## config.mk

```make
export PLATFORM = sky130hd
export DESIGN_NAME = axi_write_arbiter
export DESIGN_NICKNAME = d
export VERILOG_FILES = /design/src/rtl/axi_write_arbiter.sv
export SDC_FILE = /design/constraint.sdc
export NUM_CORES = 1
export LEC_CHECK = 0
export BUFFER_PORTS_ARGS = -buffer_cell sky130_fd_sc_hd__clkbuf_2
export CAP_MARGIN = 5
export CORE_MARGIN = 5
export CORE_UTILIZATION = 35
export CTS_CLUSTER_SIZE = 40
export DETAILED_ROUTE_END_ITERATION = 12
export PLACE_DENSITY = 0.64
export SYNTH_ARGS = -nofsm -noshare
export SYNTH_HDL_FRONTEND = slang
export SYNTH_SLANG_ARGS = --single-unit
```

## constraint.sdc

```tcl
create_clock -name ACLK -period 4.25 [get_ports ACLK]
set_input_delay 0.85 -clock ACLK [delete_from_list [all_inputs] [get_ports ACLK]]
set_output_delay 0.85 -clock ACLK [all_outputs]
set_load 0.01 [all_outputs]
```

## src/rtl/axi_write_arbiter.sv

```systemverilog
// Two-requester AXI4-Lite write arbiter: grants one requester, runs a single AW/W/B
// transaction and returns a one-cycle DONE pulse. Define ARB_ROUND_ROBIN_EN for round-robin arbitration.
module axi_write_arbiter #(
  parameter int TIMEOUT = 16
) (
  input  logic        ACLK,
  input  logic        ARESET,
  input  logic [1:0]  REQ,
  input  logic [63:0] REQ_ADDR,
  input  logic [63:0] REQ_WDATA,
  input  logic [7:0]  REQ_WSTRB,
  output logic [1:0]  DONE,
  output logic [1:0]  DONE_RESP,
  output logic [31:0] AWADDR,
  output logic        AWVALID,
  input  logic        AWREADY,
  output logic [31:0] WDATA,
  output logic [3:0]  WSTRB,
  output logic        WVALID,
  input  logic        WREADY,
  output logic        BREADY,
  input  logic        BVALID,
  input  logic        BRESP
);

  typedef enum logic [1:0] {IDLE, XFER, RESP, CPL} state_t;

  localparam logic [7:0] CNT_LAST = 8'(TIMEOUT - 1);

  state_t      state_reg, state_next;
  logic        gnt_reg, gnt_next, gnt_sel;
  logic [31:0] awaddr_reg, awaddr_next;
  logic [31:0] wdata_reg, wdata_next;
  logic [3:0]  wstrb_reg, wstrb_next;
  logic        awvalid_reg, awvalid_next;
  logic        wvalid_reg, wvalid_next;
  logic        bready_reg, bready_next;
  logic        status_reg, status_next;
  logic [7:0]  cnt_reg, cnt_next;
  logic        aw_fin, w_fin;

  logic [31:0] req_addr  [2];
  logic [31:0] req_wdata [2];
  logic [3:0]  req_wstrb [2];

  genvar gi;
  generate
    for (gi = 0; gi < 2; gi++) begin : g_req
      assign req_addr[gi]  = REQ_ADDR[32*gi +: 32];
      assign req_wdata[gi] = REQ_WDATA[32*gi +: 32];
      assign req_wstrb[gi] = REQ_WSTRB[4*gi +: 4];
      assign DONE[gi]      = (state_reg == CPL) && (gnt_reg == 1'(gi));
      assign DONE_RESP[gi] = DONE[gi] & status_reg;
    end
  endgenerate

`ifdef ARB_ROUND_ROBIN_EN
  // prio_reg names the requester that wins the next contended grant.
  logic prio_reg, prio_next;

  always_comb begin
    gnt_sel   = (REQ == 2'b11) ? prio_reg : REQ[1];
    prio_next = prio_reg;
    if (state_reg == IDLE && REQ != 2'b00) begin
      prio_next = ~gnt_sel;
    end
  end

  always_ff @(posedge ACLK or negedge ARESET) begin
    if (!ARESET) begin
      prio_reg <= 1'b0;
    end else begin
      prio_reg <= prio_next;
    end
  end
`else
  assign gnt_sel = ~REQ[0];
`endif

  // A channel is finished once its VALID is low or its handshake happens this edge.
  assign aw_fin = !awvalid_reg || AWREADY;
  assign w_fin  = !wvalid_reg || WREADY;

  always_comb begin
    state_next   = state_reg;
    gnt_next     = gnt_reg;
    awaddr_next  = awaddr_reg;
    wdata_next   = wdata_reg;
    wstrb_next   = wstrb_reg;
    awvalid_next = awvalid_reg;
    wvalid_next  = wvalid_reg;
    bready_next  = bready_reg;
    status_next  = status_reg;
    cnt_next     = cnt_reg;

    case (state_reg)
      IDLE: begin
        if (REQ != 2'b00) begin
          gnt_next     = gnt_sel;
          awaddr_next  = req_addr[gnt_sel];
          wdata_next   = req_wdata[gnt_sel];
          wstrb_next   = req_wstrb[gnt_sel];
          awvalid_next = 1'b1;
          wvalid_next  = 1'b1;
          state_next   = XFER;
        end
      end

      XFER: begin
        if (awvalid_reg && AWREADY) begin
          awvalid_next = 1'b0;
        end
        if (wvalid_reg && WREADY) begin
          wvalid_next = 1'b0;
        end
        if (aw_fin && w_fin) begin
          bready_next = 1'b1;
          cnt_next    = 8'd0;
          state_next  = RESP;
        end
      end

      RESP: begin
        // A response arriving on the timeout cycle wins over the forced error.
        if (BVALID) begin
          status_next = BRESP;
          bready_next = 1'b0;
          state_next  = CPL;
        end else if (cnt_reg == CNT_LAST) begin
          status_next = 1'b1;
          bready_next = 1'b0;
          state_next  = CPL;
        end else begin
          cnt_next = cnt_reg + 8'd1;
        end
      end

      CPL: begin
        state_next = IDLE;
      end

      default: begin
        state_next = IDLE;
      end
    endcase
  end

  always_ff @(posedge ACLK or negedge ARESET) begin
    if (!ARESET) begin
      state_reg   <= IDLE;
      gnt_reg     <= 1'b0;
      awaddr_reg  <= 32'd0;
      wdata_reg   <= 32'd0;
      wstrb_reg   <= 4'd0;
      awvalid_reg <= 1'b0;
      wvalid_reg  <= 1'b0;
      bready_reg  <= 1'b0;
      status_reg  <= 1'b0;
      cnt_reg     <= 8'd0;
    end else begin
      state_reg   <= state_next;
      gnt_reg     <= gnt_next;
      awaddr_reg  <= awaddr_next;
      wdata_reg   <= wdata_next;
      wstrb_reg   <= wstrb_next;
      awvalid_reg <= awvalid_next;
      wvalid_reg  <= wvalid_next;
      bready_reg  <= bready_next;
      status_reg  <= status_next;
      cnt_reg     <= cnt_next;
    end
  end

  assign AWADDR  = awaddr_reg;
  assign AWVALID = awvalid_reg;
  assign WDATA   = wdata_reg;
  assign WSTRB   = wstrb_reg;
  assign WVALID  = wvalid_reg;
  assign BREADY  = bready_reg;

endmodule

```

After elaboration in Yosys (flattened, before gate mapping)
Cells that the tools add are included.

Bitwise logic cells: 5. Multiplexer cells: 29. Magnitude comparators: 1. Reduce and logical (&&, ||, !) cells: 21. $add $sub $neg: 1. Equal/unequal tests: 11.

Operators with widths (count): $mux W32 (6); $mux W8 (3); $pmux W8 S2 (1); $mux W4 (3); $ne A2 B2 Y1 const B (6); $reduce_and A3 Y1 (4); $add A8 B1 Y8 const B (1); $eq A8 B4 Y1 const B (1); $mux W1 (8); $mux W2 (4); $pmux W2 S4 (1); $reduce_bool A2 Y1 (4); $pmux W1 S2 (3); $logic_and A1 B1 Y1 (5); $eq A2 B2 Y1 const B (2); $reduce_and A2 Y1 (2); $reduce_and A4 Y1 (1); $ne A3 B3 Y1 const B (1); $and A1 B1 Y1 (2); $eq A2 B1 Y1 const B (1); $ge A2 B2 Y1 const B (1); $logic_not A1 Y1 (2); $logic_not A2 Y1 (1); $logic_or A1 B1 Y1 (2); other kinds (2) (3).

Output and inout bits: 75. Bits in registers: 83. Word-level logic and storage cells: 78. Bits of input ports: 144.

Depth between registers and ports, before layout
Depth in word-level cells: 5. Depth in mapped cells: 8. Depth with buffers taken out: 6.

Least setup slack after synthesis
OpenSTA, ideal clock, no wires.

Path kind: input to register. Start point: in REQ[0]. End point: reg gnt_reg. Path buffers: 4. Arrival: 1.736 ns. Setup slack: 2.381 ns. Data required time: 4.117 ns. Stages: 6. Library setup time: 0.133 ns. Cells stage by stage: buf_2 -> o21ai_1 -> buf_2 -> buf_4 -> buf_2 -> o21ai_0.

Cells in the longest elaborated chain, start to end: 2. Elaborated cells on any way between the ends: 3. Classes of those cells: bitwise: 1; reduce/logical: 2.

Ends and longest elaborated chain: start, declared (RTL line 8) `input logic [1:0] REQ,`; $reduce_bool A2 Y1 (RTL line 98) `if (REQ != 2'b00) begin`; $reduce_and A2 Y1 (no source line); end signal, assigned (RTL line 162) `gnt_reg <= gnt_next;`; end, declared (RTL line 31) `logic gnt_reg, gnt_next, gnt_sel;`.

Several ways; a longest one is shown, not always the timed one. A chain may end at the register's enable or synchronous reset.

Final worst setup path
Start point: reg state_reg[0]. End point: out DONE_RESP[0].

Cells in the longest elaborated chain, start to end: 3.

Ends and longest elaborated chain: start, declared (RTL line 30) `state_t state_reg, state_next;`; start signal, assigned (RTL line 161) `state_reg <= state_next;`; $eq A2 B2 Y1 (RTL line 52) `assign DONE[gi] = (state_reg == CPL) && (gnt_reg == 1'(gi));`; $logic_and A1 B1 Y1 (RTL line 52); $and A1 B1 Y1 (RTL line 53) `assign DONE_RESP[gi] = DONE[gi] & status_reg;`; end, declared (RTL line 13) `output logic [1:0] DONE_RESP,`.

No other way between the ends.

==> out/metrics.sh <==
RESULT_OF_THE_RUN='finished, final reports clean'
MULTI_INPUT_AREA_SQ_MM=0.00179
FP.DIEH_UM=117
HP-CLASS='flop to flop'
YOSYS_WARNING_COUNT=0
DIE_X_UM=117
CLOCK_SKEW_NS=0.00577
TIMING.MAX_SLEW.REL_SLACK=0.305
NUM-NETS-FINAL=744
WORST_HOLD_DEPTH=2
WORST_SKEW_PAIR.LATE_LATENCY_NS=0.33
CP.REQUIRED_NS=3.40
POSTCTSSETUPREPAIRBUFS=0
MAXCAPVIOLATIONS=0
SETUP.WORST_PATH.START='state_reg[0]'
CTS.REPORTEDPATHS.CLKPINSLEW_NS=0.06
REMAINING_ANTENNA_VIOLATION_COUNT_AFTER_ROUTING=0
DRT_DRC_VIOLATIONS_LEFT=0
CTS_SINKS=83
DESIGN.DIE.AREA_SQ_MM=0.0137
CRITICAL_PATH.MAX_FANOUT=4
FLOORPLAN.INITIALDENSITY=0.353
PLACEMENT_ROWS=39
ROUTE.DETAILED.WL_PER_INST_UM=14.3
SHARE_OF_SYNTHESIZED_REGISTERS_CARRYING_AN_ASYNC_SET_OR_RESET=1.00
POST_ROUTE_DESIGN_AREA_SQ_MM=0.00550
SYNTHESIS.AREA_SQ_MM=0.00400
WORSTPATHARRIVAL_NS=1.40
WORSTREG2REGEND='cnt_reg[1]'
ROUTED-VIA-COUNT=3459
FIRSTDRTPASSITERS=4
TOPROUTINGLAYERUSED='met4'
MIN-DELAY-START='WDATA[13]'
POST_CTS_HOLD_BUFFER_COUNT=0
CRIT_PATH_MAX_INCR_DELAY_NS=0.41
FINAL_COMMON_CELL='sky130_fd_sc_hd__clkbuf_2'
TOTAL_LEAKAGE_POWER_nW=3.02
YS_SEQ_ELEMENTS=83
FILL_CELLS=1095
DRT_WL_TOTAL_UM=10600
FIRST_GLOBAL_VIAS=3575
MET3ROUTEDLENGTH_UM=998
CRITICAL_PATH.SLOWEST_CELL='sky130_fd_sc_hd__dfrtp_1'
SETUP_TNS_NS=0
GRT_SETUP_UNREPAIRED='false'
DESIGN.CORE.AREA_SQ_MM=0.0113
POST_SYNTHESIS_TO_FINAL_LAYOUT_AREA_GROWTH_PCT=37.7
DETAILED_PLACE_HPWL_UM=8170
CTS_TREE='built'
ANTENNADIODECOUNT=0
SYNTH_AREA_PER_CELL_SQ_UM=10.3
NUMCTSBUFFERS=9
DRV_SLEW=0
FF2FF_SETUP_SLACK_NS=2.11
MAPPEDNETLISTNETS=537
ACHIEVABLE-FREQUENCY_MHz=445
CRITPATHCAPTURETYPE='output port'
P_PER_CELL_AREA_mW_PER_MM2=644
START_KIND='flop'
CTS_ROOT_BUF='sky130_fd_sc_hd__clkbuf_16'
INITIAL_ANTENNA_VIOLATION_COUNT=0
IR_DROP_mV=0.262
ROUTED_VIA_DENSITY=4.67
FINALHOLDVIOLATIONS=0
WL_MET1_UM=4300
CRITICALPATHCATEGORY='flop to output port'
GLOBALROUTEOVERFLOWTOTAL=0
SYNTH_SEQUENTIAL_AREA_RATIO=0.520
GRT_START_MAX_NET_PINS=84
CLK_PATH_BUF_DEPTH=2
NUMBER_OF_FLOPS_MAPPED_TO_ENABLE_CELLS_BY_YOSYS=0
GLOBALPLACE.CONGESTION=0.792
ROUTE.MET2.WL_UM=5050
MOST-COMMON-LAYOUT-CELLS='sky130_fd_sc_hd__clkbuf_2 (216), sky130_fd_sc_hd__dfrtp_1 (83), sky130_fd_sc_hd__nand2_1 (79)'
SEQ_AREA_SQ_MM=0.00208
CTS_RESIZED=0
SYNTHCELLS=387
MIN_TO='WDATA[13]'
SYNTH_TOP_FLOP_CELL='sky130_fd_sc_hd__dfrtp_1'
IOS=219
TIMING_WORST_SLEW_PIN_VALUE_NS=1.04
GRT_USAGE=0.155
FIRST_PASS_GRT_WIRE_LENGTH_UM=16900
CRIT-REG2REG-LAUNCH='state_reg[0]'
DRT_ITER0_DRC=155
TIMING.FINAL.CRIT_SHARE=0.529
WORST_R2R_PATH_DEPTH=6
CRIT_CHAIN='ha_1 -> nor2b_1 -> and2_1 -> clkbuf_2'
HTREE_NUM_LEVELS=3
PERIOD_NEEDED_NS=2.25
NETLIST_CELL_TYPES=34
BUFFER_PORTS.INSERTED=218
FINAL_LAYOUT_SIZE_SUFFIX_GT1_FRAC=0.400
SETUP_VIOL=0
PLACEMENT.CELL_AREA_SQ_MM=0.00518
[cell families (layout without fill, tap and decap cells)]
logic type                 count (synthesis)  count (layout)  share of synthesized area
adders and majority gates                  6               6                     0.0188
DFF                                       83              83                      0.520
and+or+nand+nor                          105             105                      0.119
muxes                                     71              71                      0.178
AOI/OAI and AO/OA                         92              92                      0.130
buffers and inverters                     30             241                     0.0351
[where the power goes]
group | switching, mW | internal (mW) | leakage [nW]
Combinational | 0.791 | 0.543 | 1.85
Sequential | 0.214 | 1.16 | 1.03
Clock | 0.307 | 0.528 | 0.148
Total | 1.31 | 2.23 | 3.02
[synth_stat cells, types with 2 or more instances]
| master | instances | area, sq um |
|---|---|---|
| sky130_fd_sc_hd__buf_4 | 2 | 15.0 |
| sky130_fd_sc_hd__or4b_1 | 2 | 20.0 |
| sky130_fd_sc_hd__inv_1 | 5 | 18.8 |
| sky130_fd_sc_hd__a31oi_1 | 4 | 25.0 |
| sky130_fd_sc_hd__o21ai_1 | 3 | 15.0 |
| sky130_fd_sc_hd__o211ai_1 | 2 | 15.0 |
| sky130_fd_sc_hd__nand2_1 | 79 | 297 |
| sky130_fd_sc_hd__mux2i_1 | 70 | 701 |
| sky130_fd_sc_hd__nor2b_1 | 2 | 12.5 |
| sky130_fd_sc_hd__and3_1 | 3 | 18.8 |
| sky130_fd_sc_hd__nor2_1 | 4 | 15.0 |
| sky130_fd_sc_hd__clkbuf_1 | 7 | 26.3 |
| sky130_fd_sc_hd__ha_1 | 6 | 75.1 |
| sky130_fd_sc_hd__a41oi_1 | 3 | 26.3 |
| sky130_fd_sc_hd__and2_1 | 2 | 12.5 |
| sky130_fd_sc_hd__and4b_1 | 3 | 30.0 |
| sky130_fd_sc_hd__dfrtp_1 | 83 | 2080 |
| sky130_fd_sc_hd__a21oi_1 | 3 | 15.0 |
| sky130_fd_sc_hd__nand2b_1 | 5 | 31.3 |
| sky130_fd_sc_hd__buf_2 | 16 | 80.1 |
| sky130_fd_sc_hd__o2bb2ai_1 | 2 | 17.5 |
| sky130_fd_sc_hd__o21ai_0 | 69 | 345 |
[area by class of cell]
cell class	instances	share of cell area
flip-flops and latches	83	0.377
multi-input cells	274	0.326
repair buffers	221	0.203
clock buffers	11	0.0441
well taps	143	0.0325
clock inverters	4	0.0136
inverters	5	0.00341
[worst max-delay path: cells and delay by family, from the launching register on]
kind,cells,cell delay (ns)
DFF,1,0.41
and+or+nand+nor,2,0.30
adders and majority gates,1,0.25
buffers and inverters,1,0.12
[through the flow]
stage          utilization  setup WS, ns  instances  hold slack, ns  total power [mW]
2_1_floorplan            -          2.38        387           0.468              2.15
3_3_place_gp         0.458          1.83        726           0.464              2.70
3_5_place_dp         0.458          1.73        726           0.470              2.76
4_1_cts              0.486          1.98        741           0.484              3.61
5_1_grt              0.486          1.94        741           0.501              3.84
6_report             0.486          2.00        741           0.477              3.54
[how the worst max path moves through the flow]
stage,to,slack (ns)
after floorplan,gnt_reg,2.38
after global placement,WSTRB[0],1.83
after detailed placement,WDATA[1],1.73
after CTS,DONE_RESP[0],1.98
after global routing,DONE_RESP[0],1.94
final,DONE_RESP[0],2.00
[per-layer routing]
| metal | vias to the layer above | track usage |
|---|---|---|
| li1 | 1769 | - |
| met1 | 1541 | 0.193 |
| met2 | 133 | 0.251 |
| met3 | 16 | 0.0540 |
| met4 | 0 | 0.0505 |
| met5 | - | 0 |
Note: power is estimated with default switching activity, not from simulation.
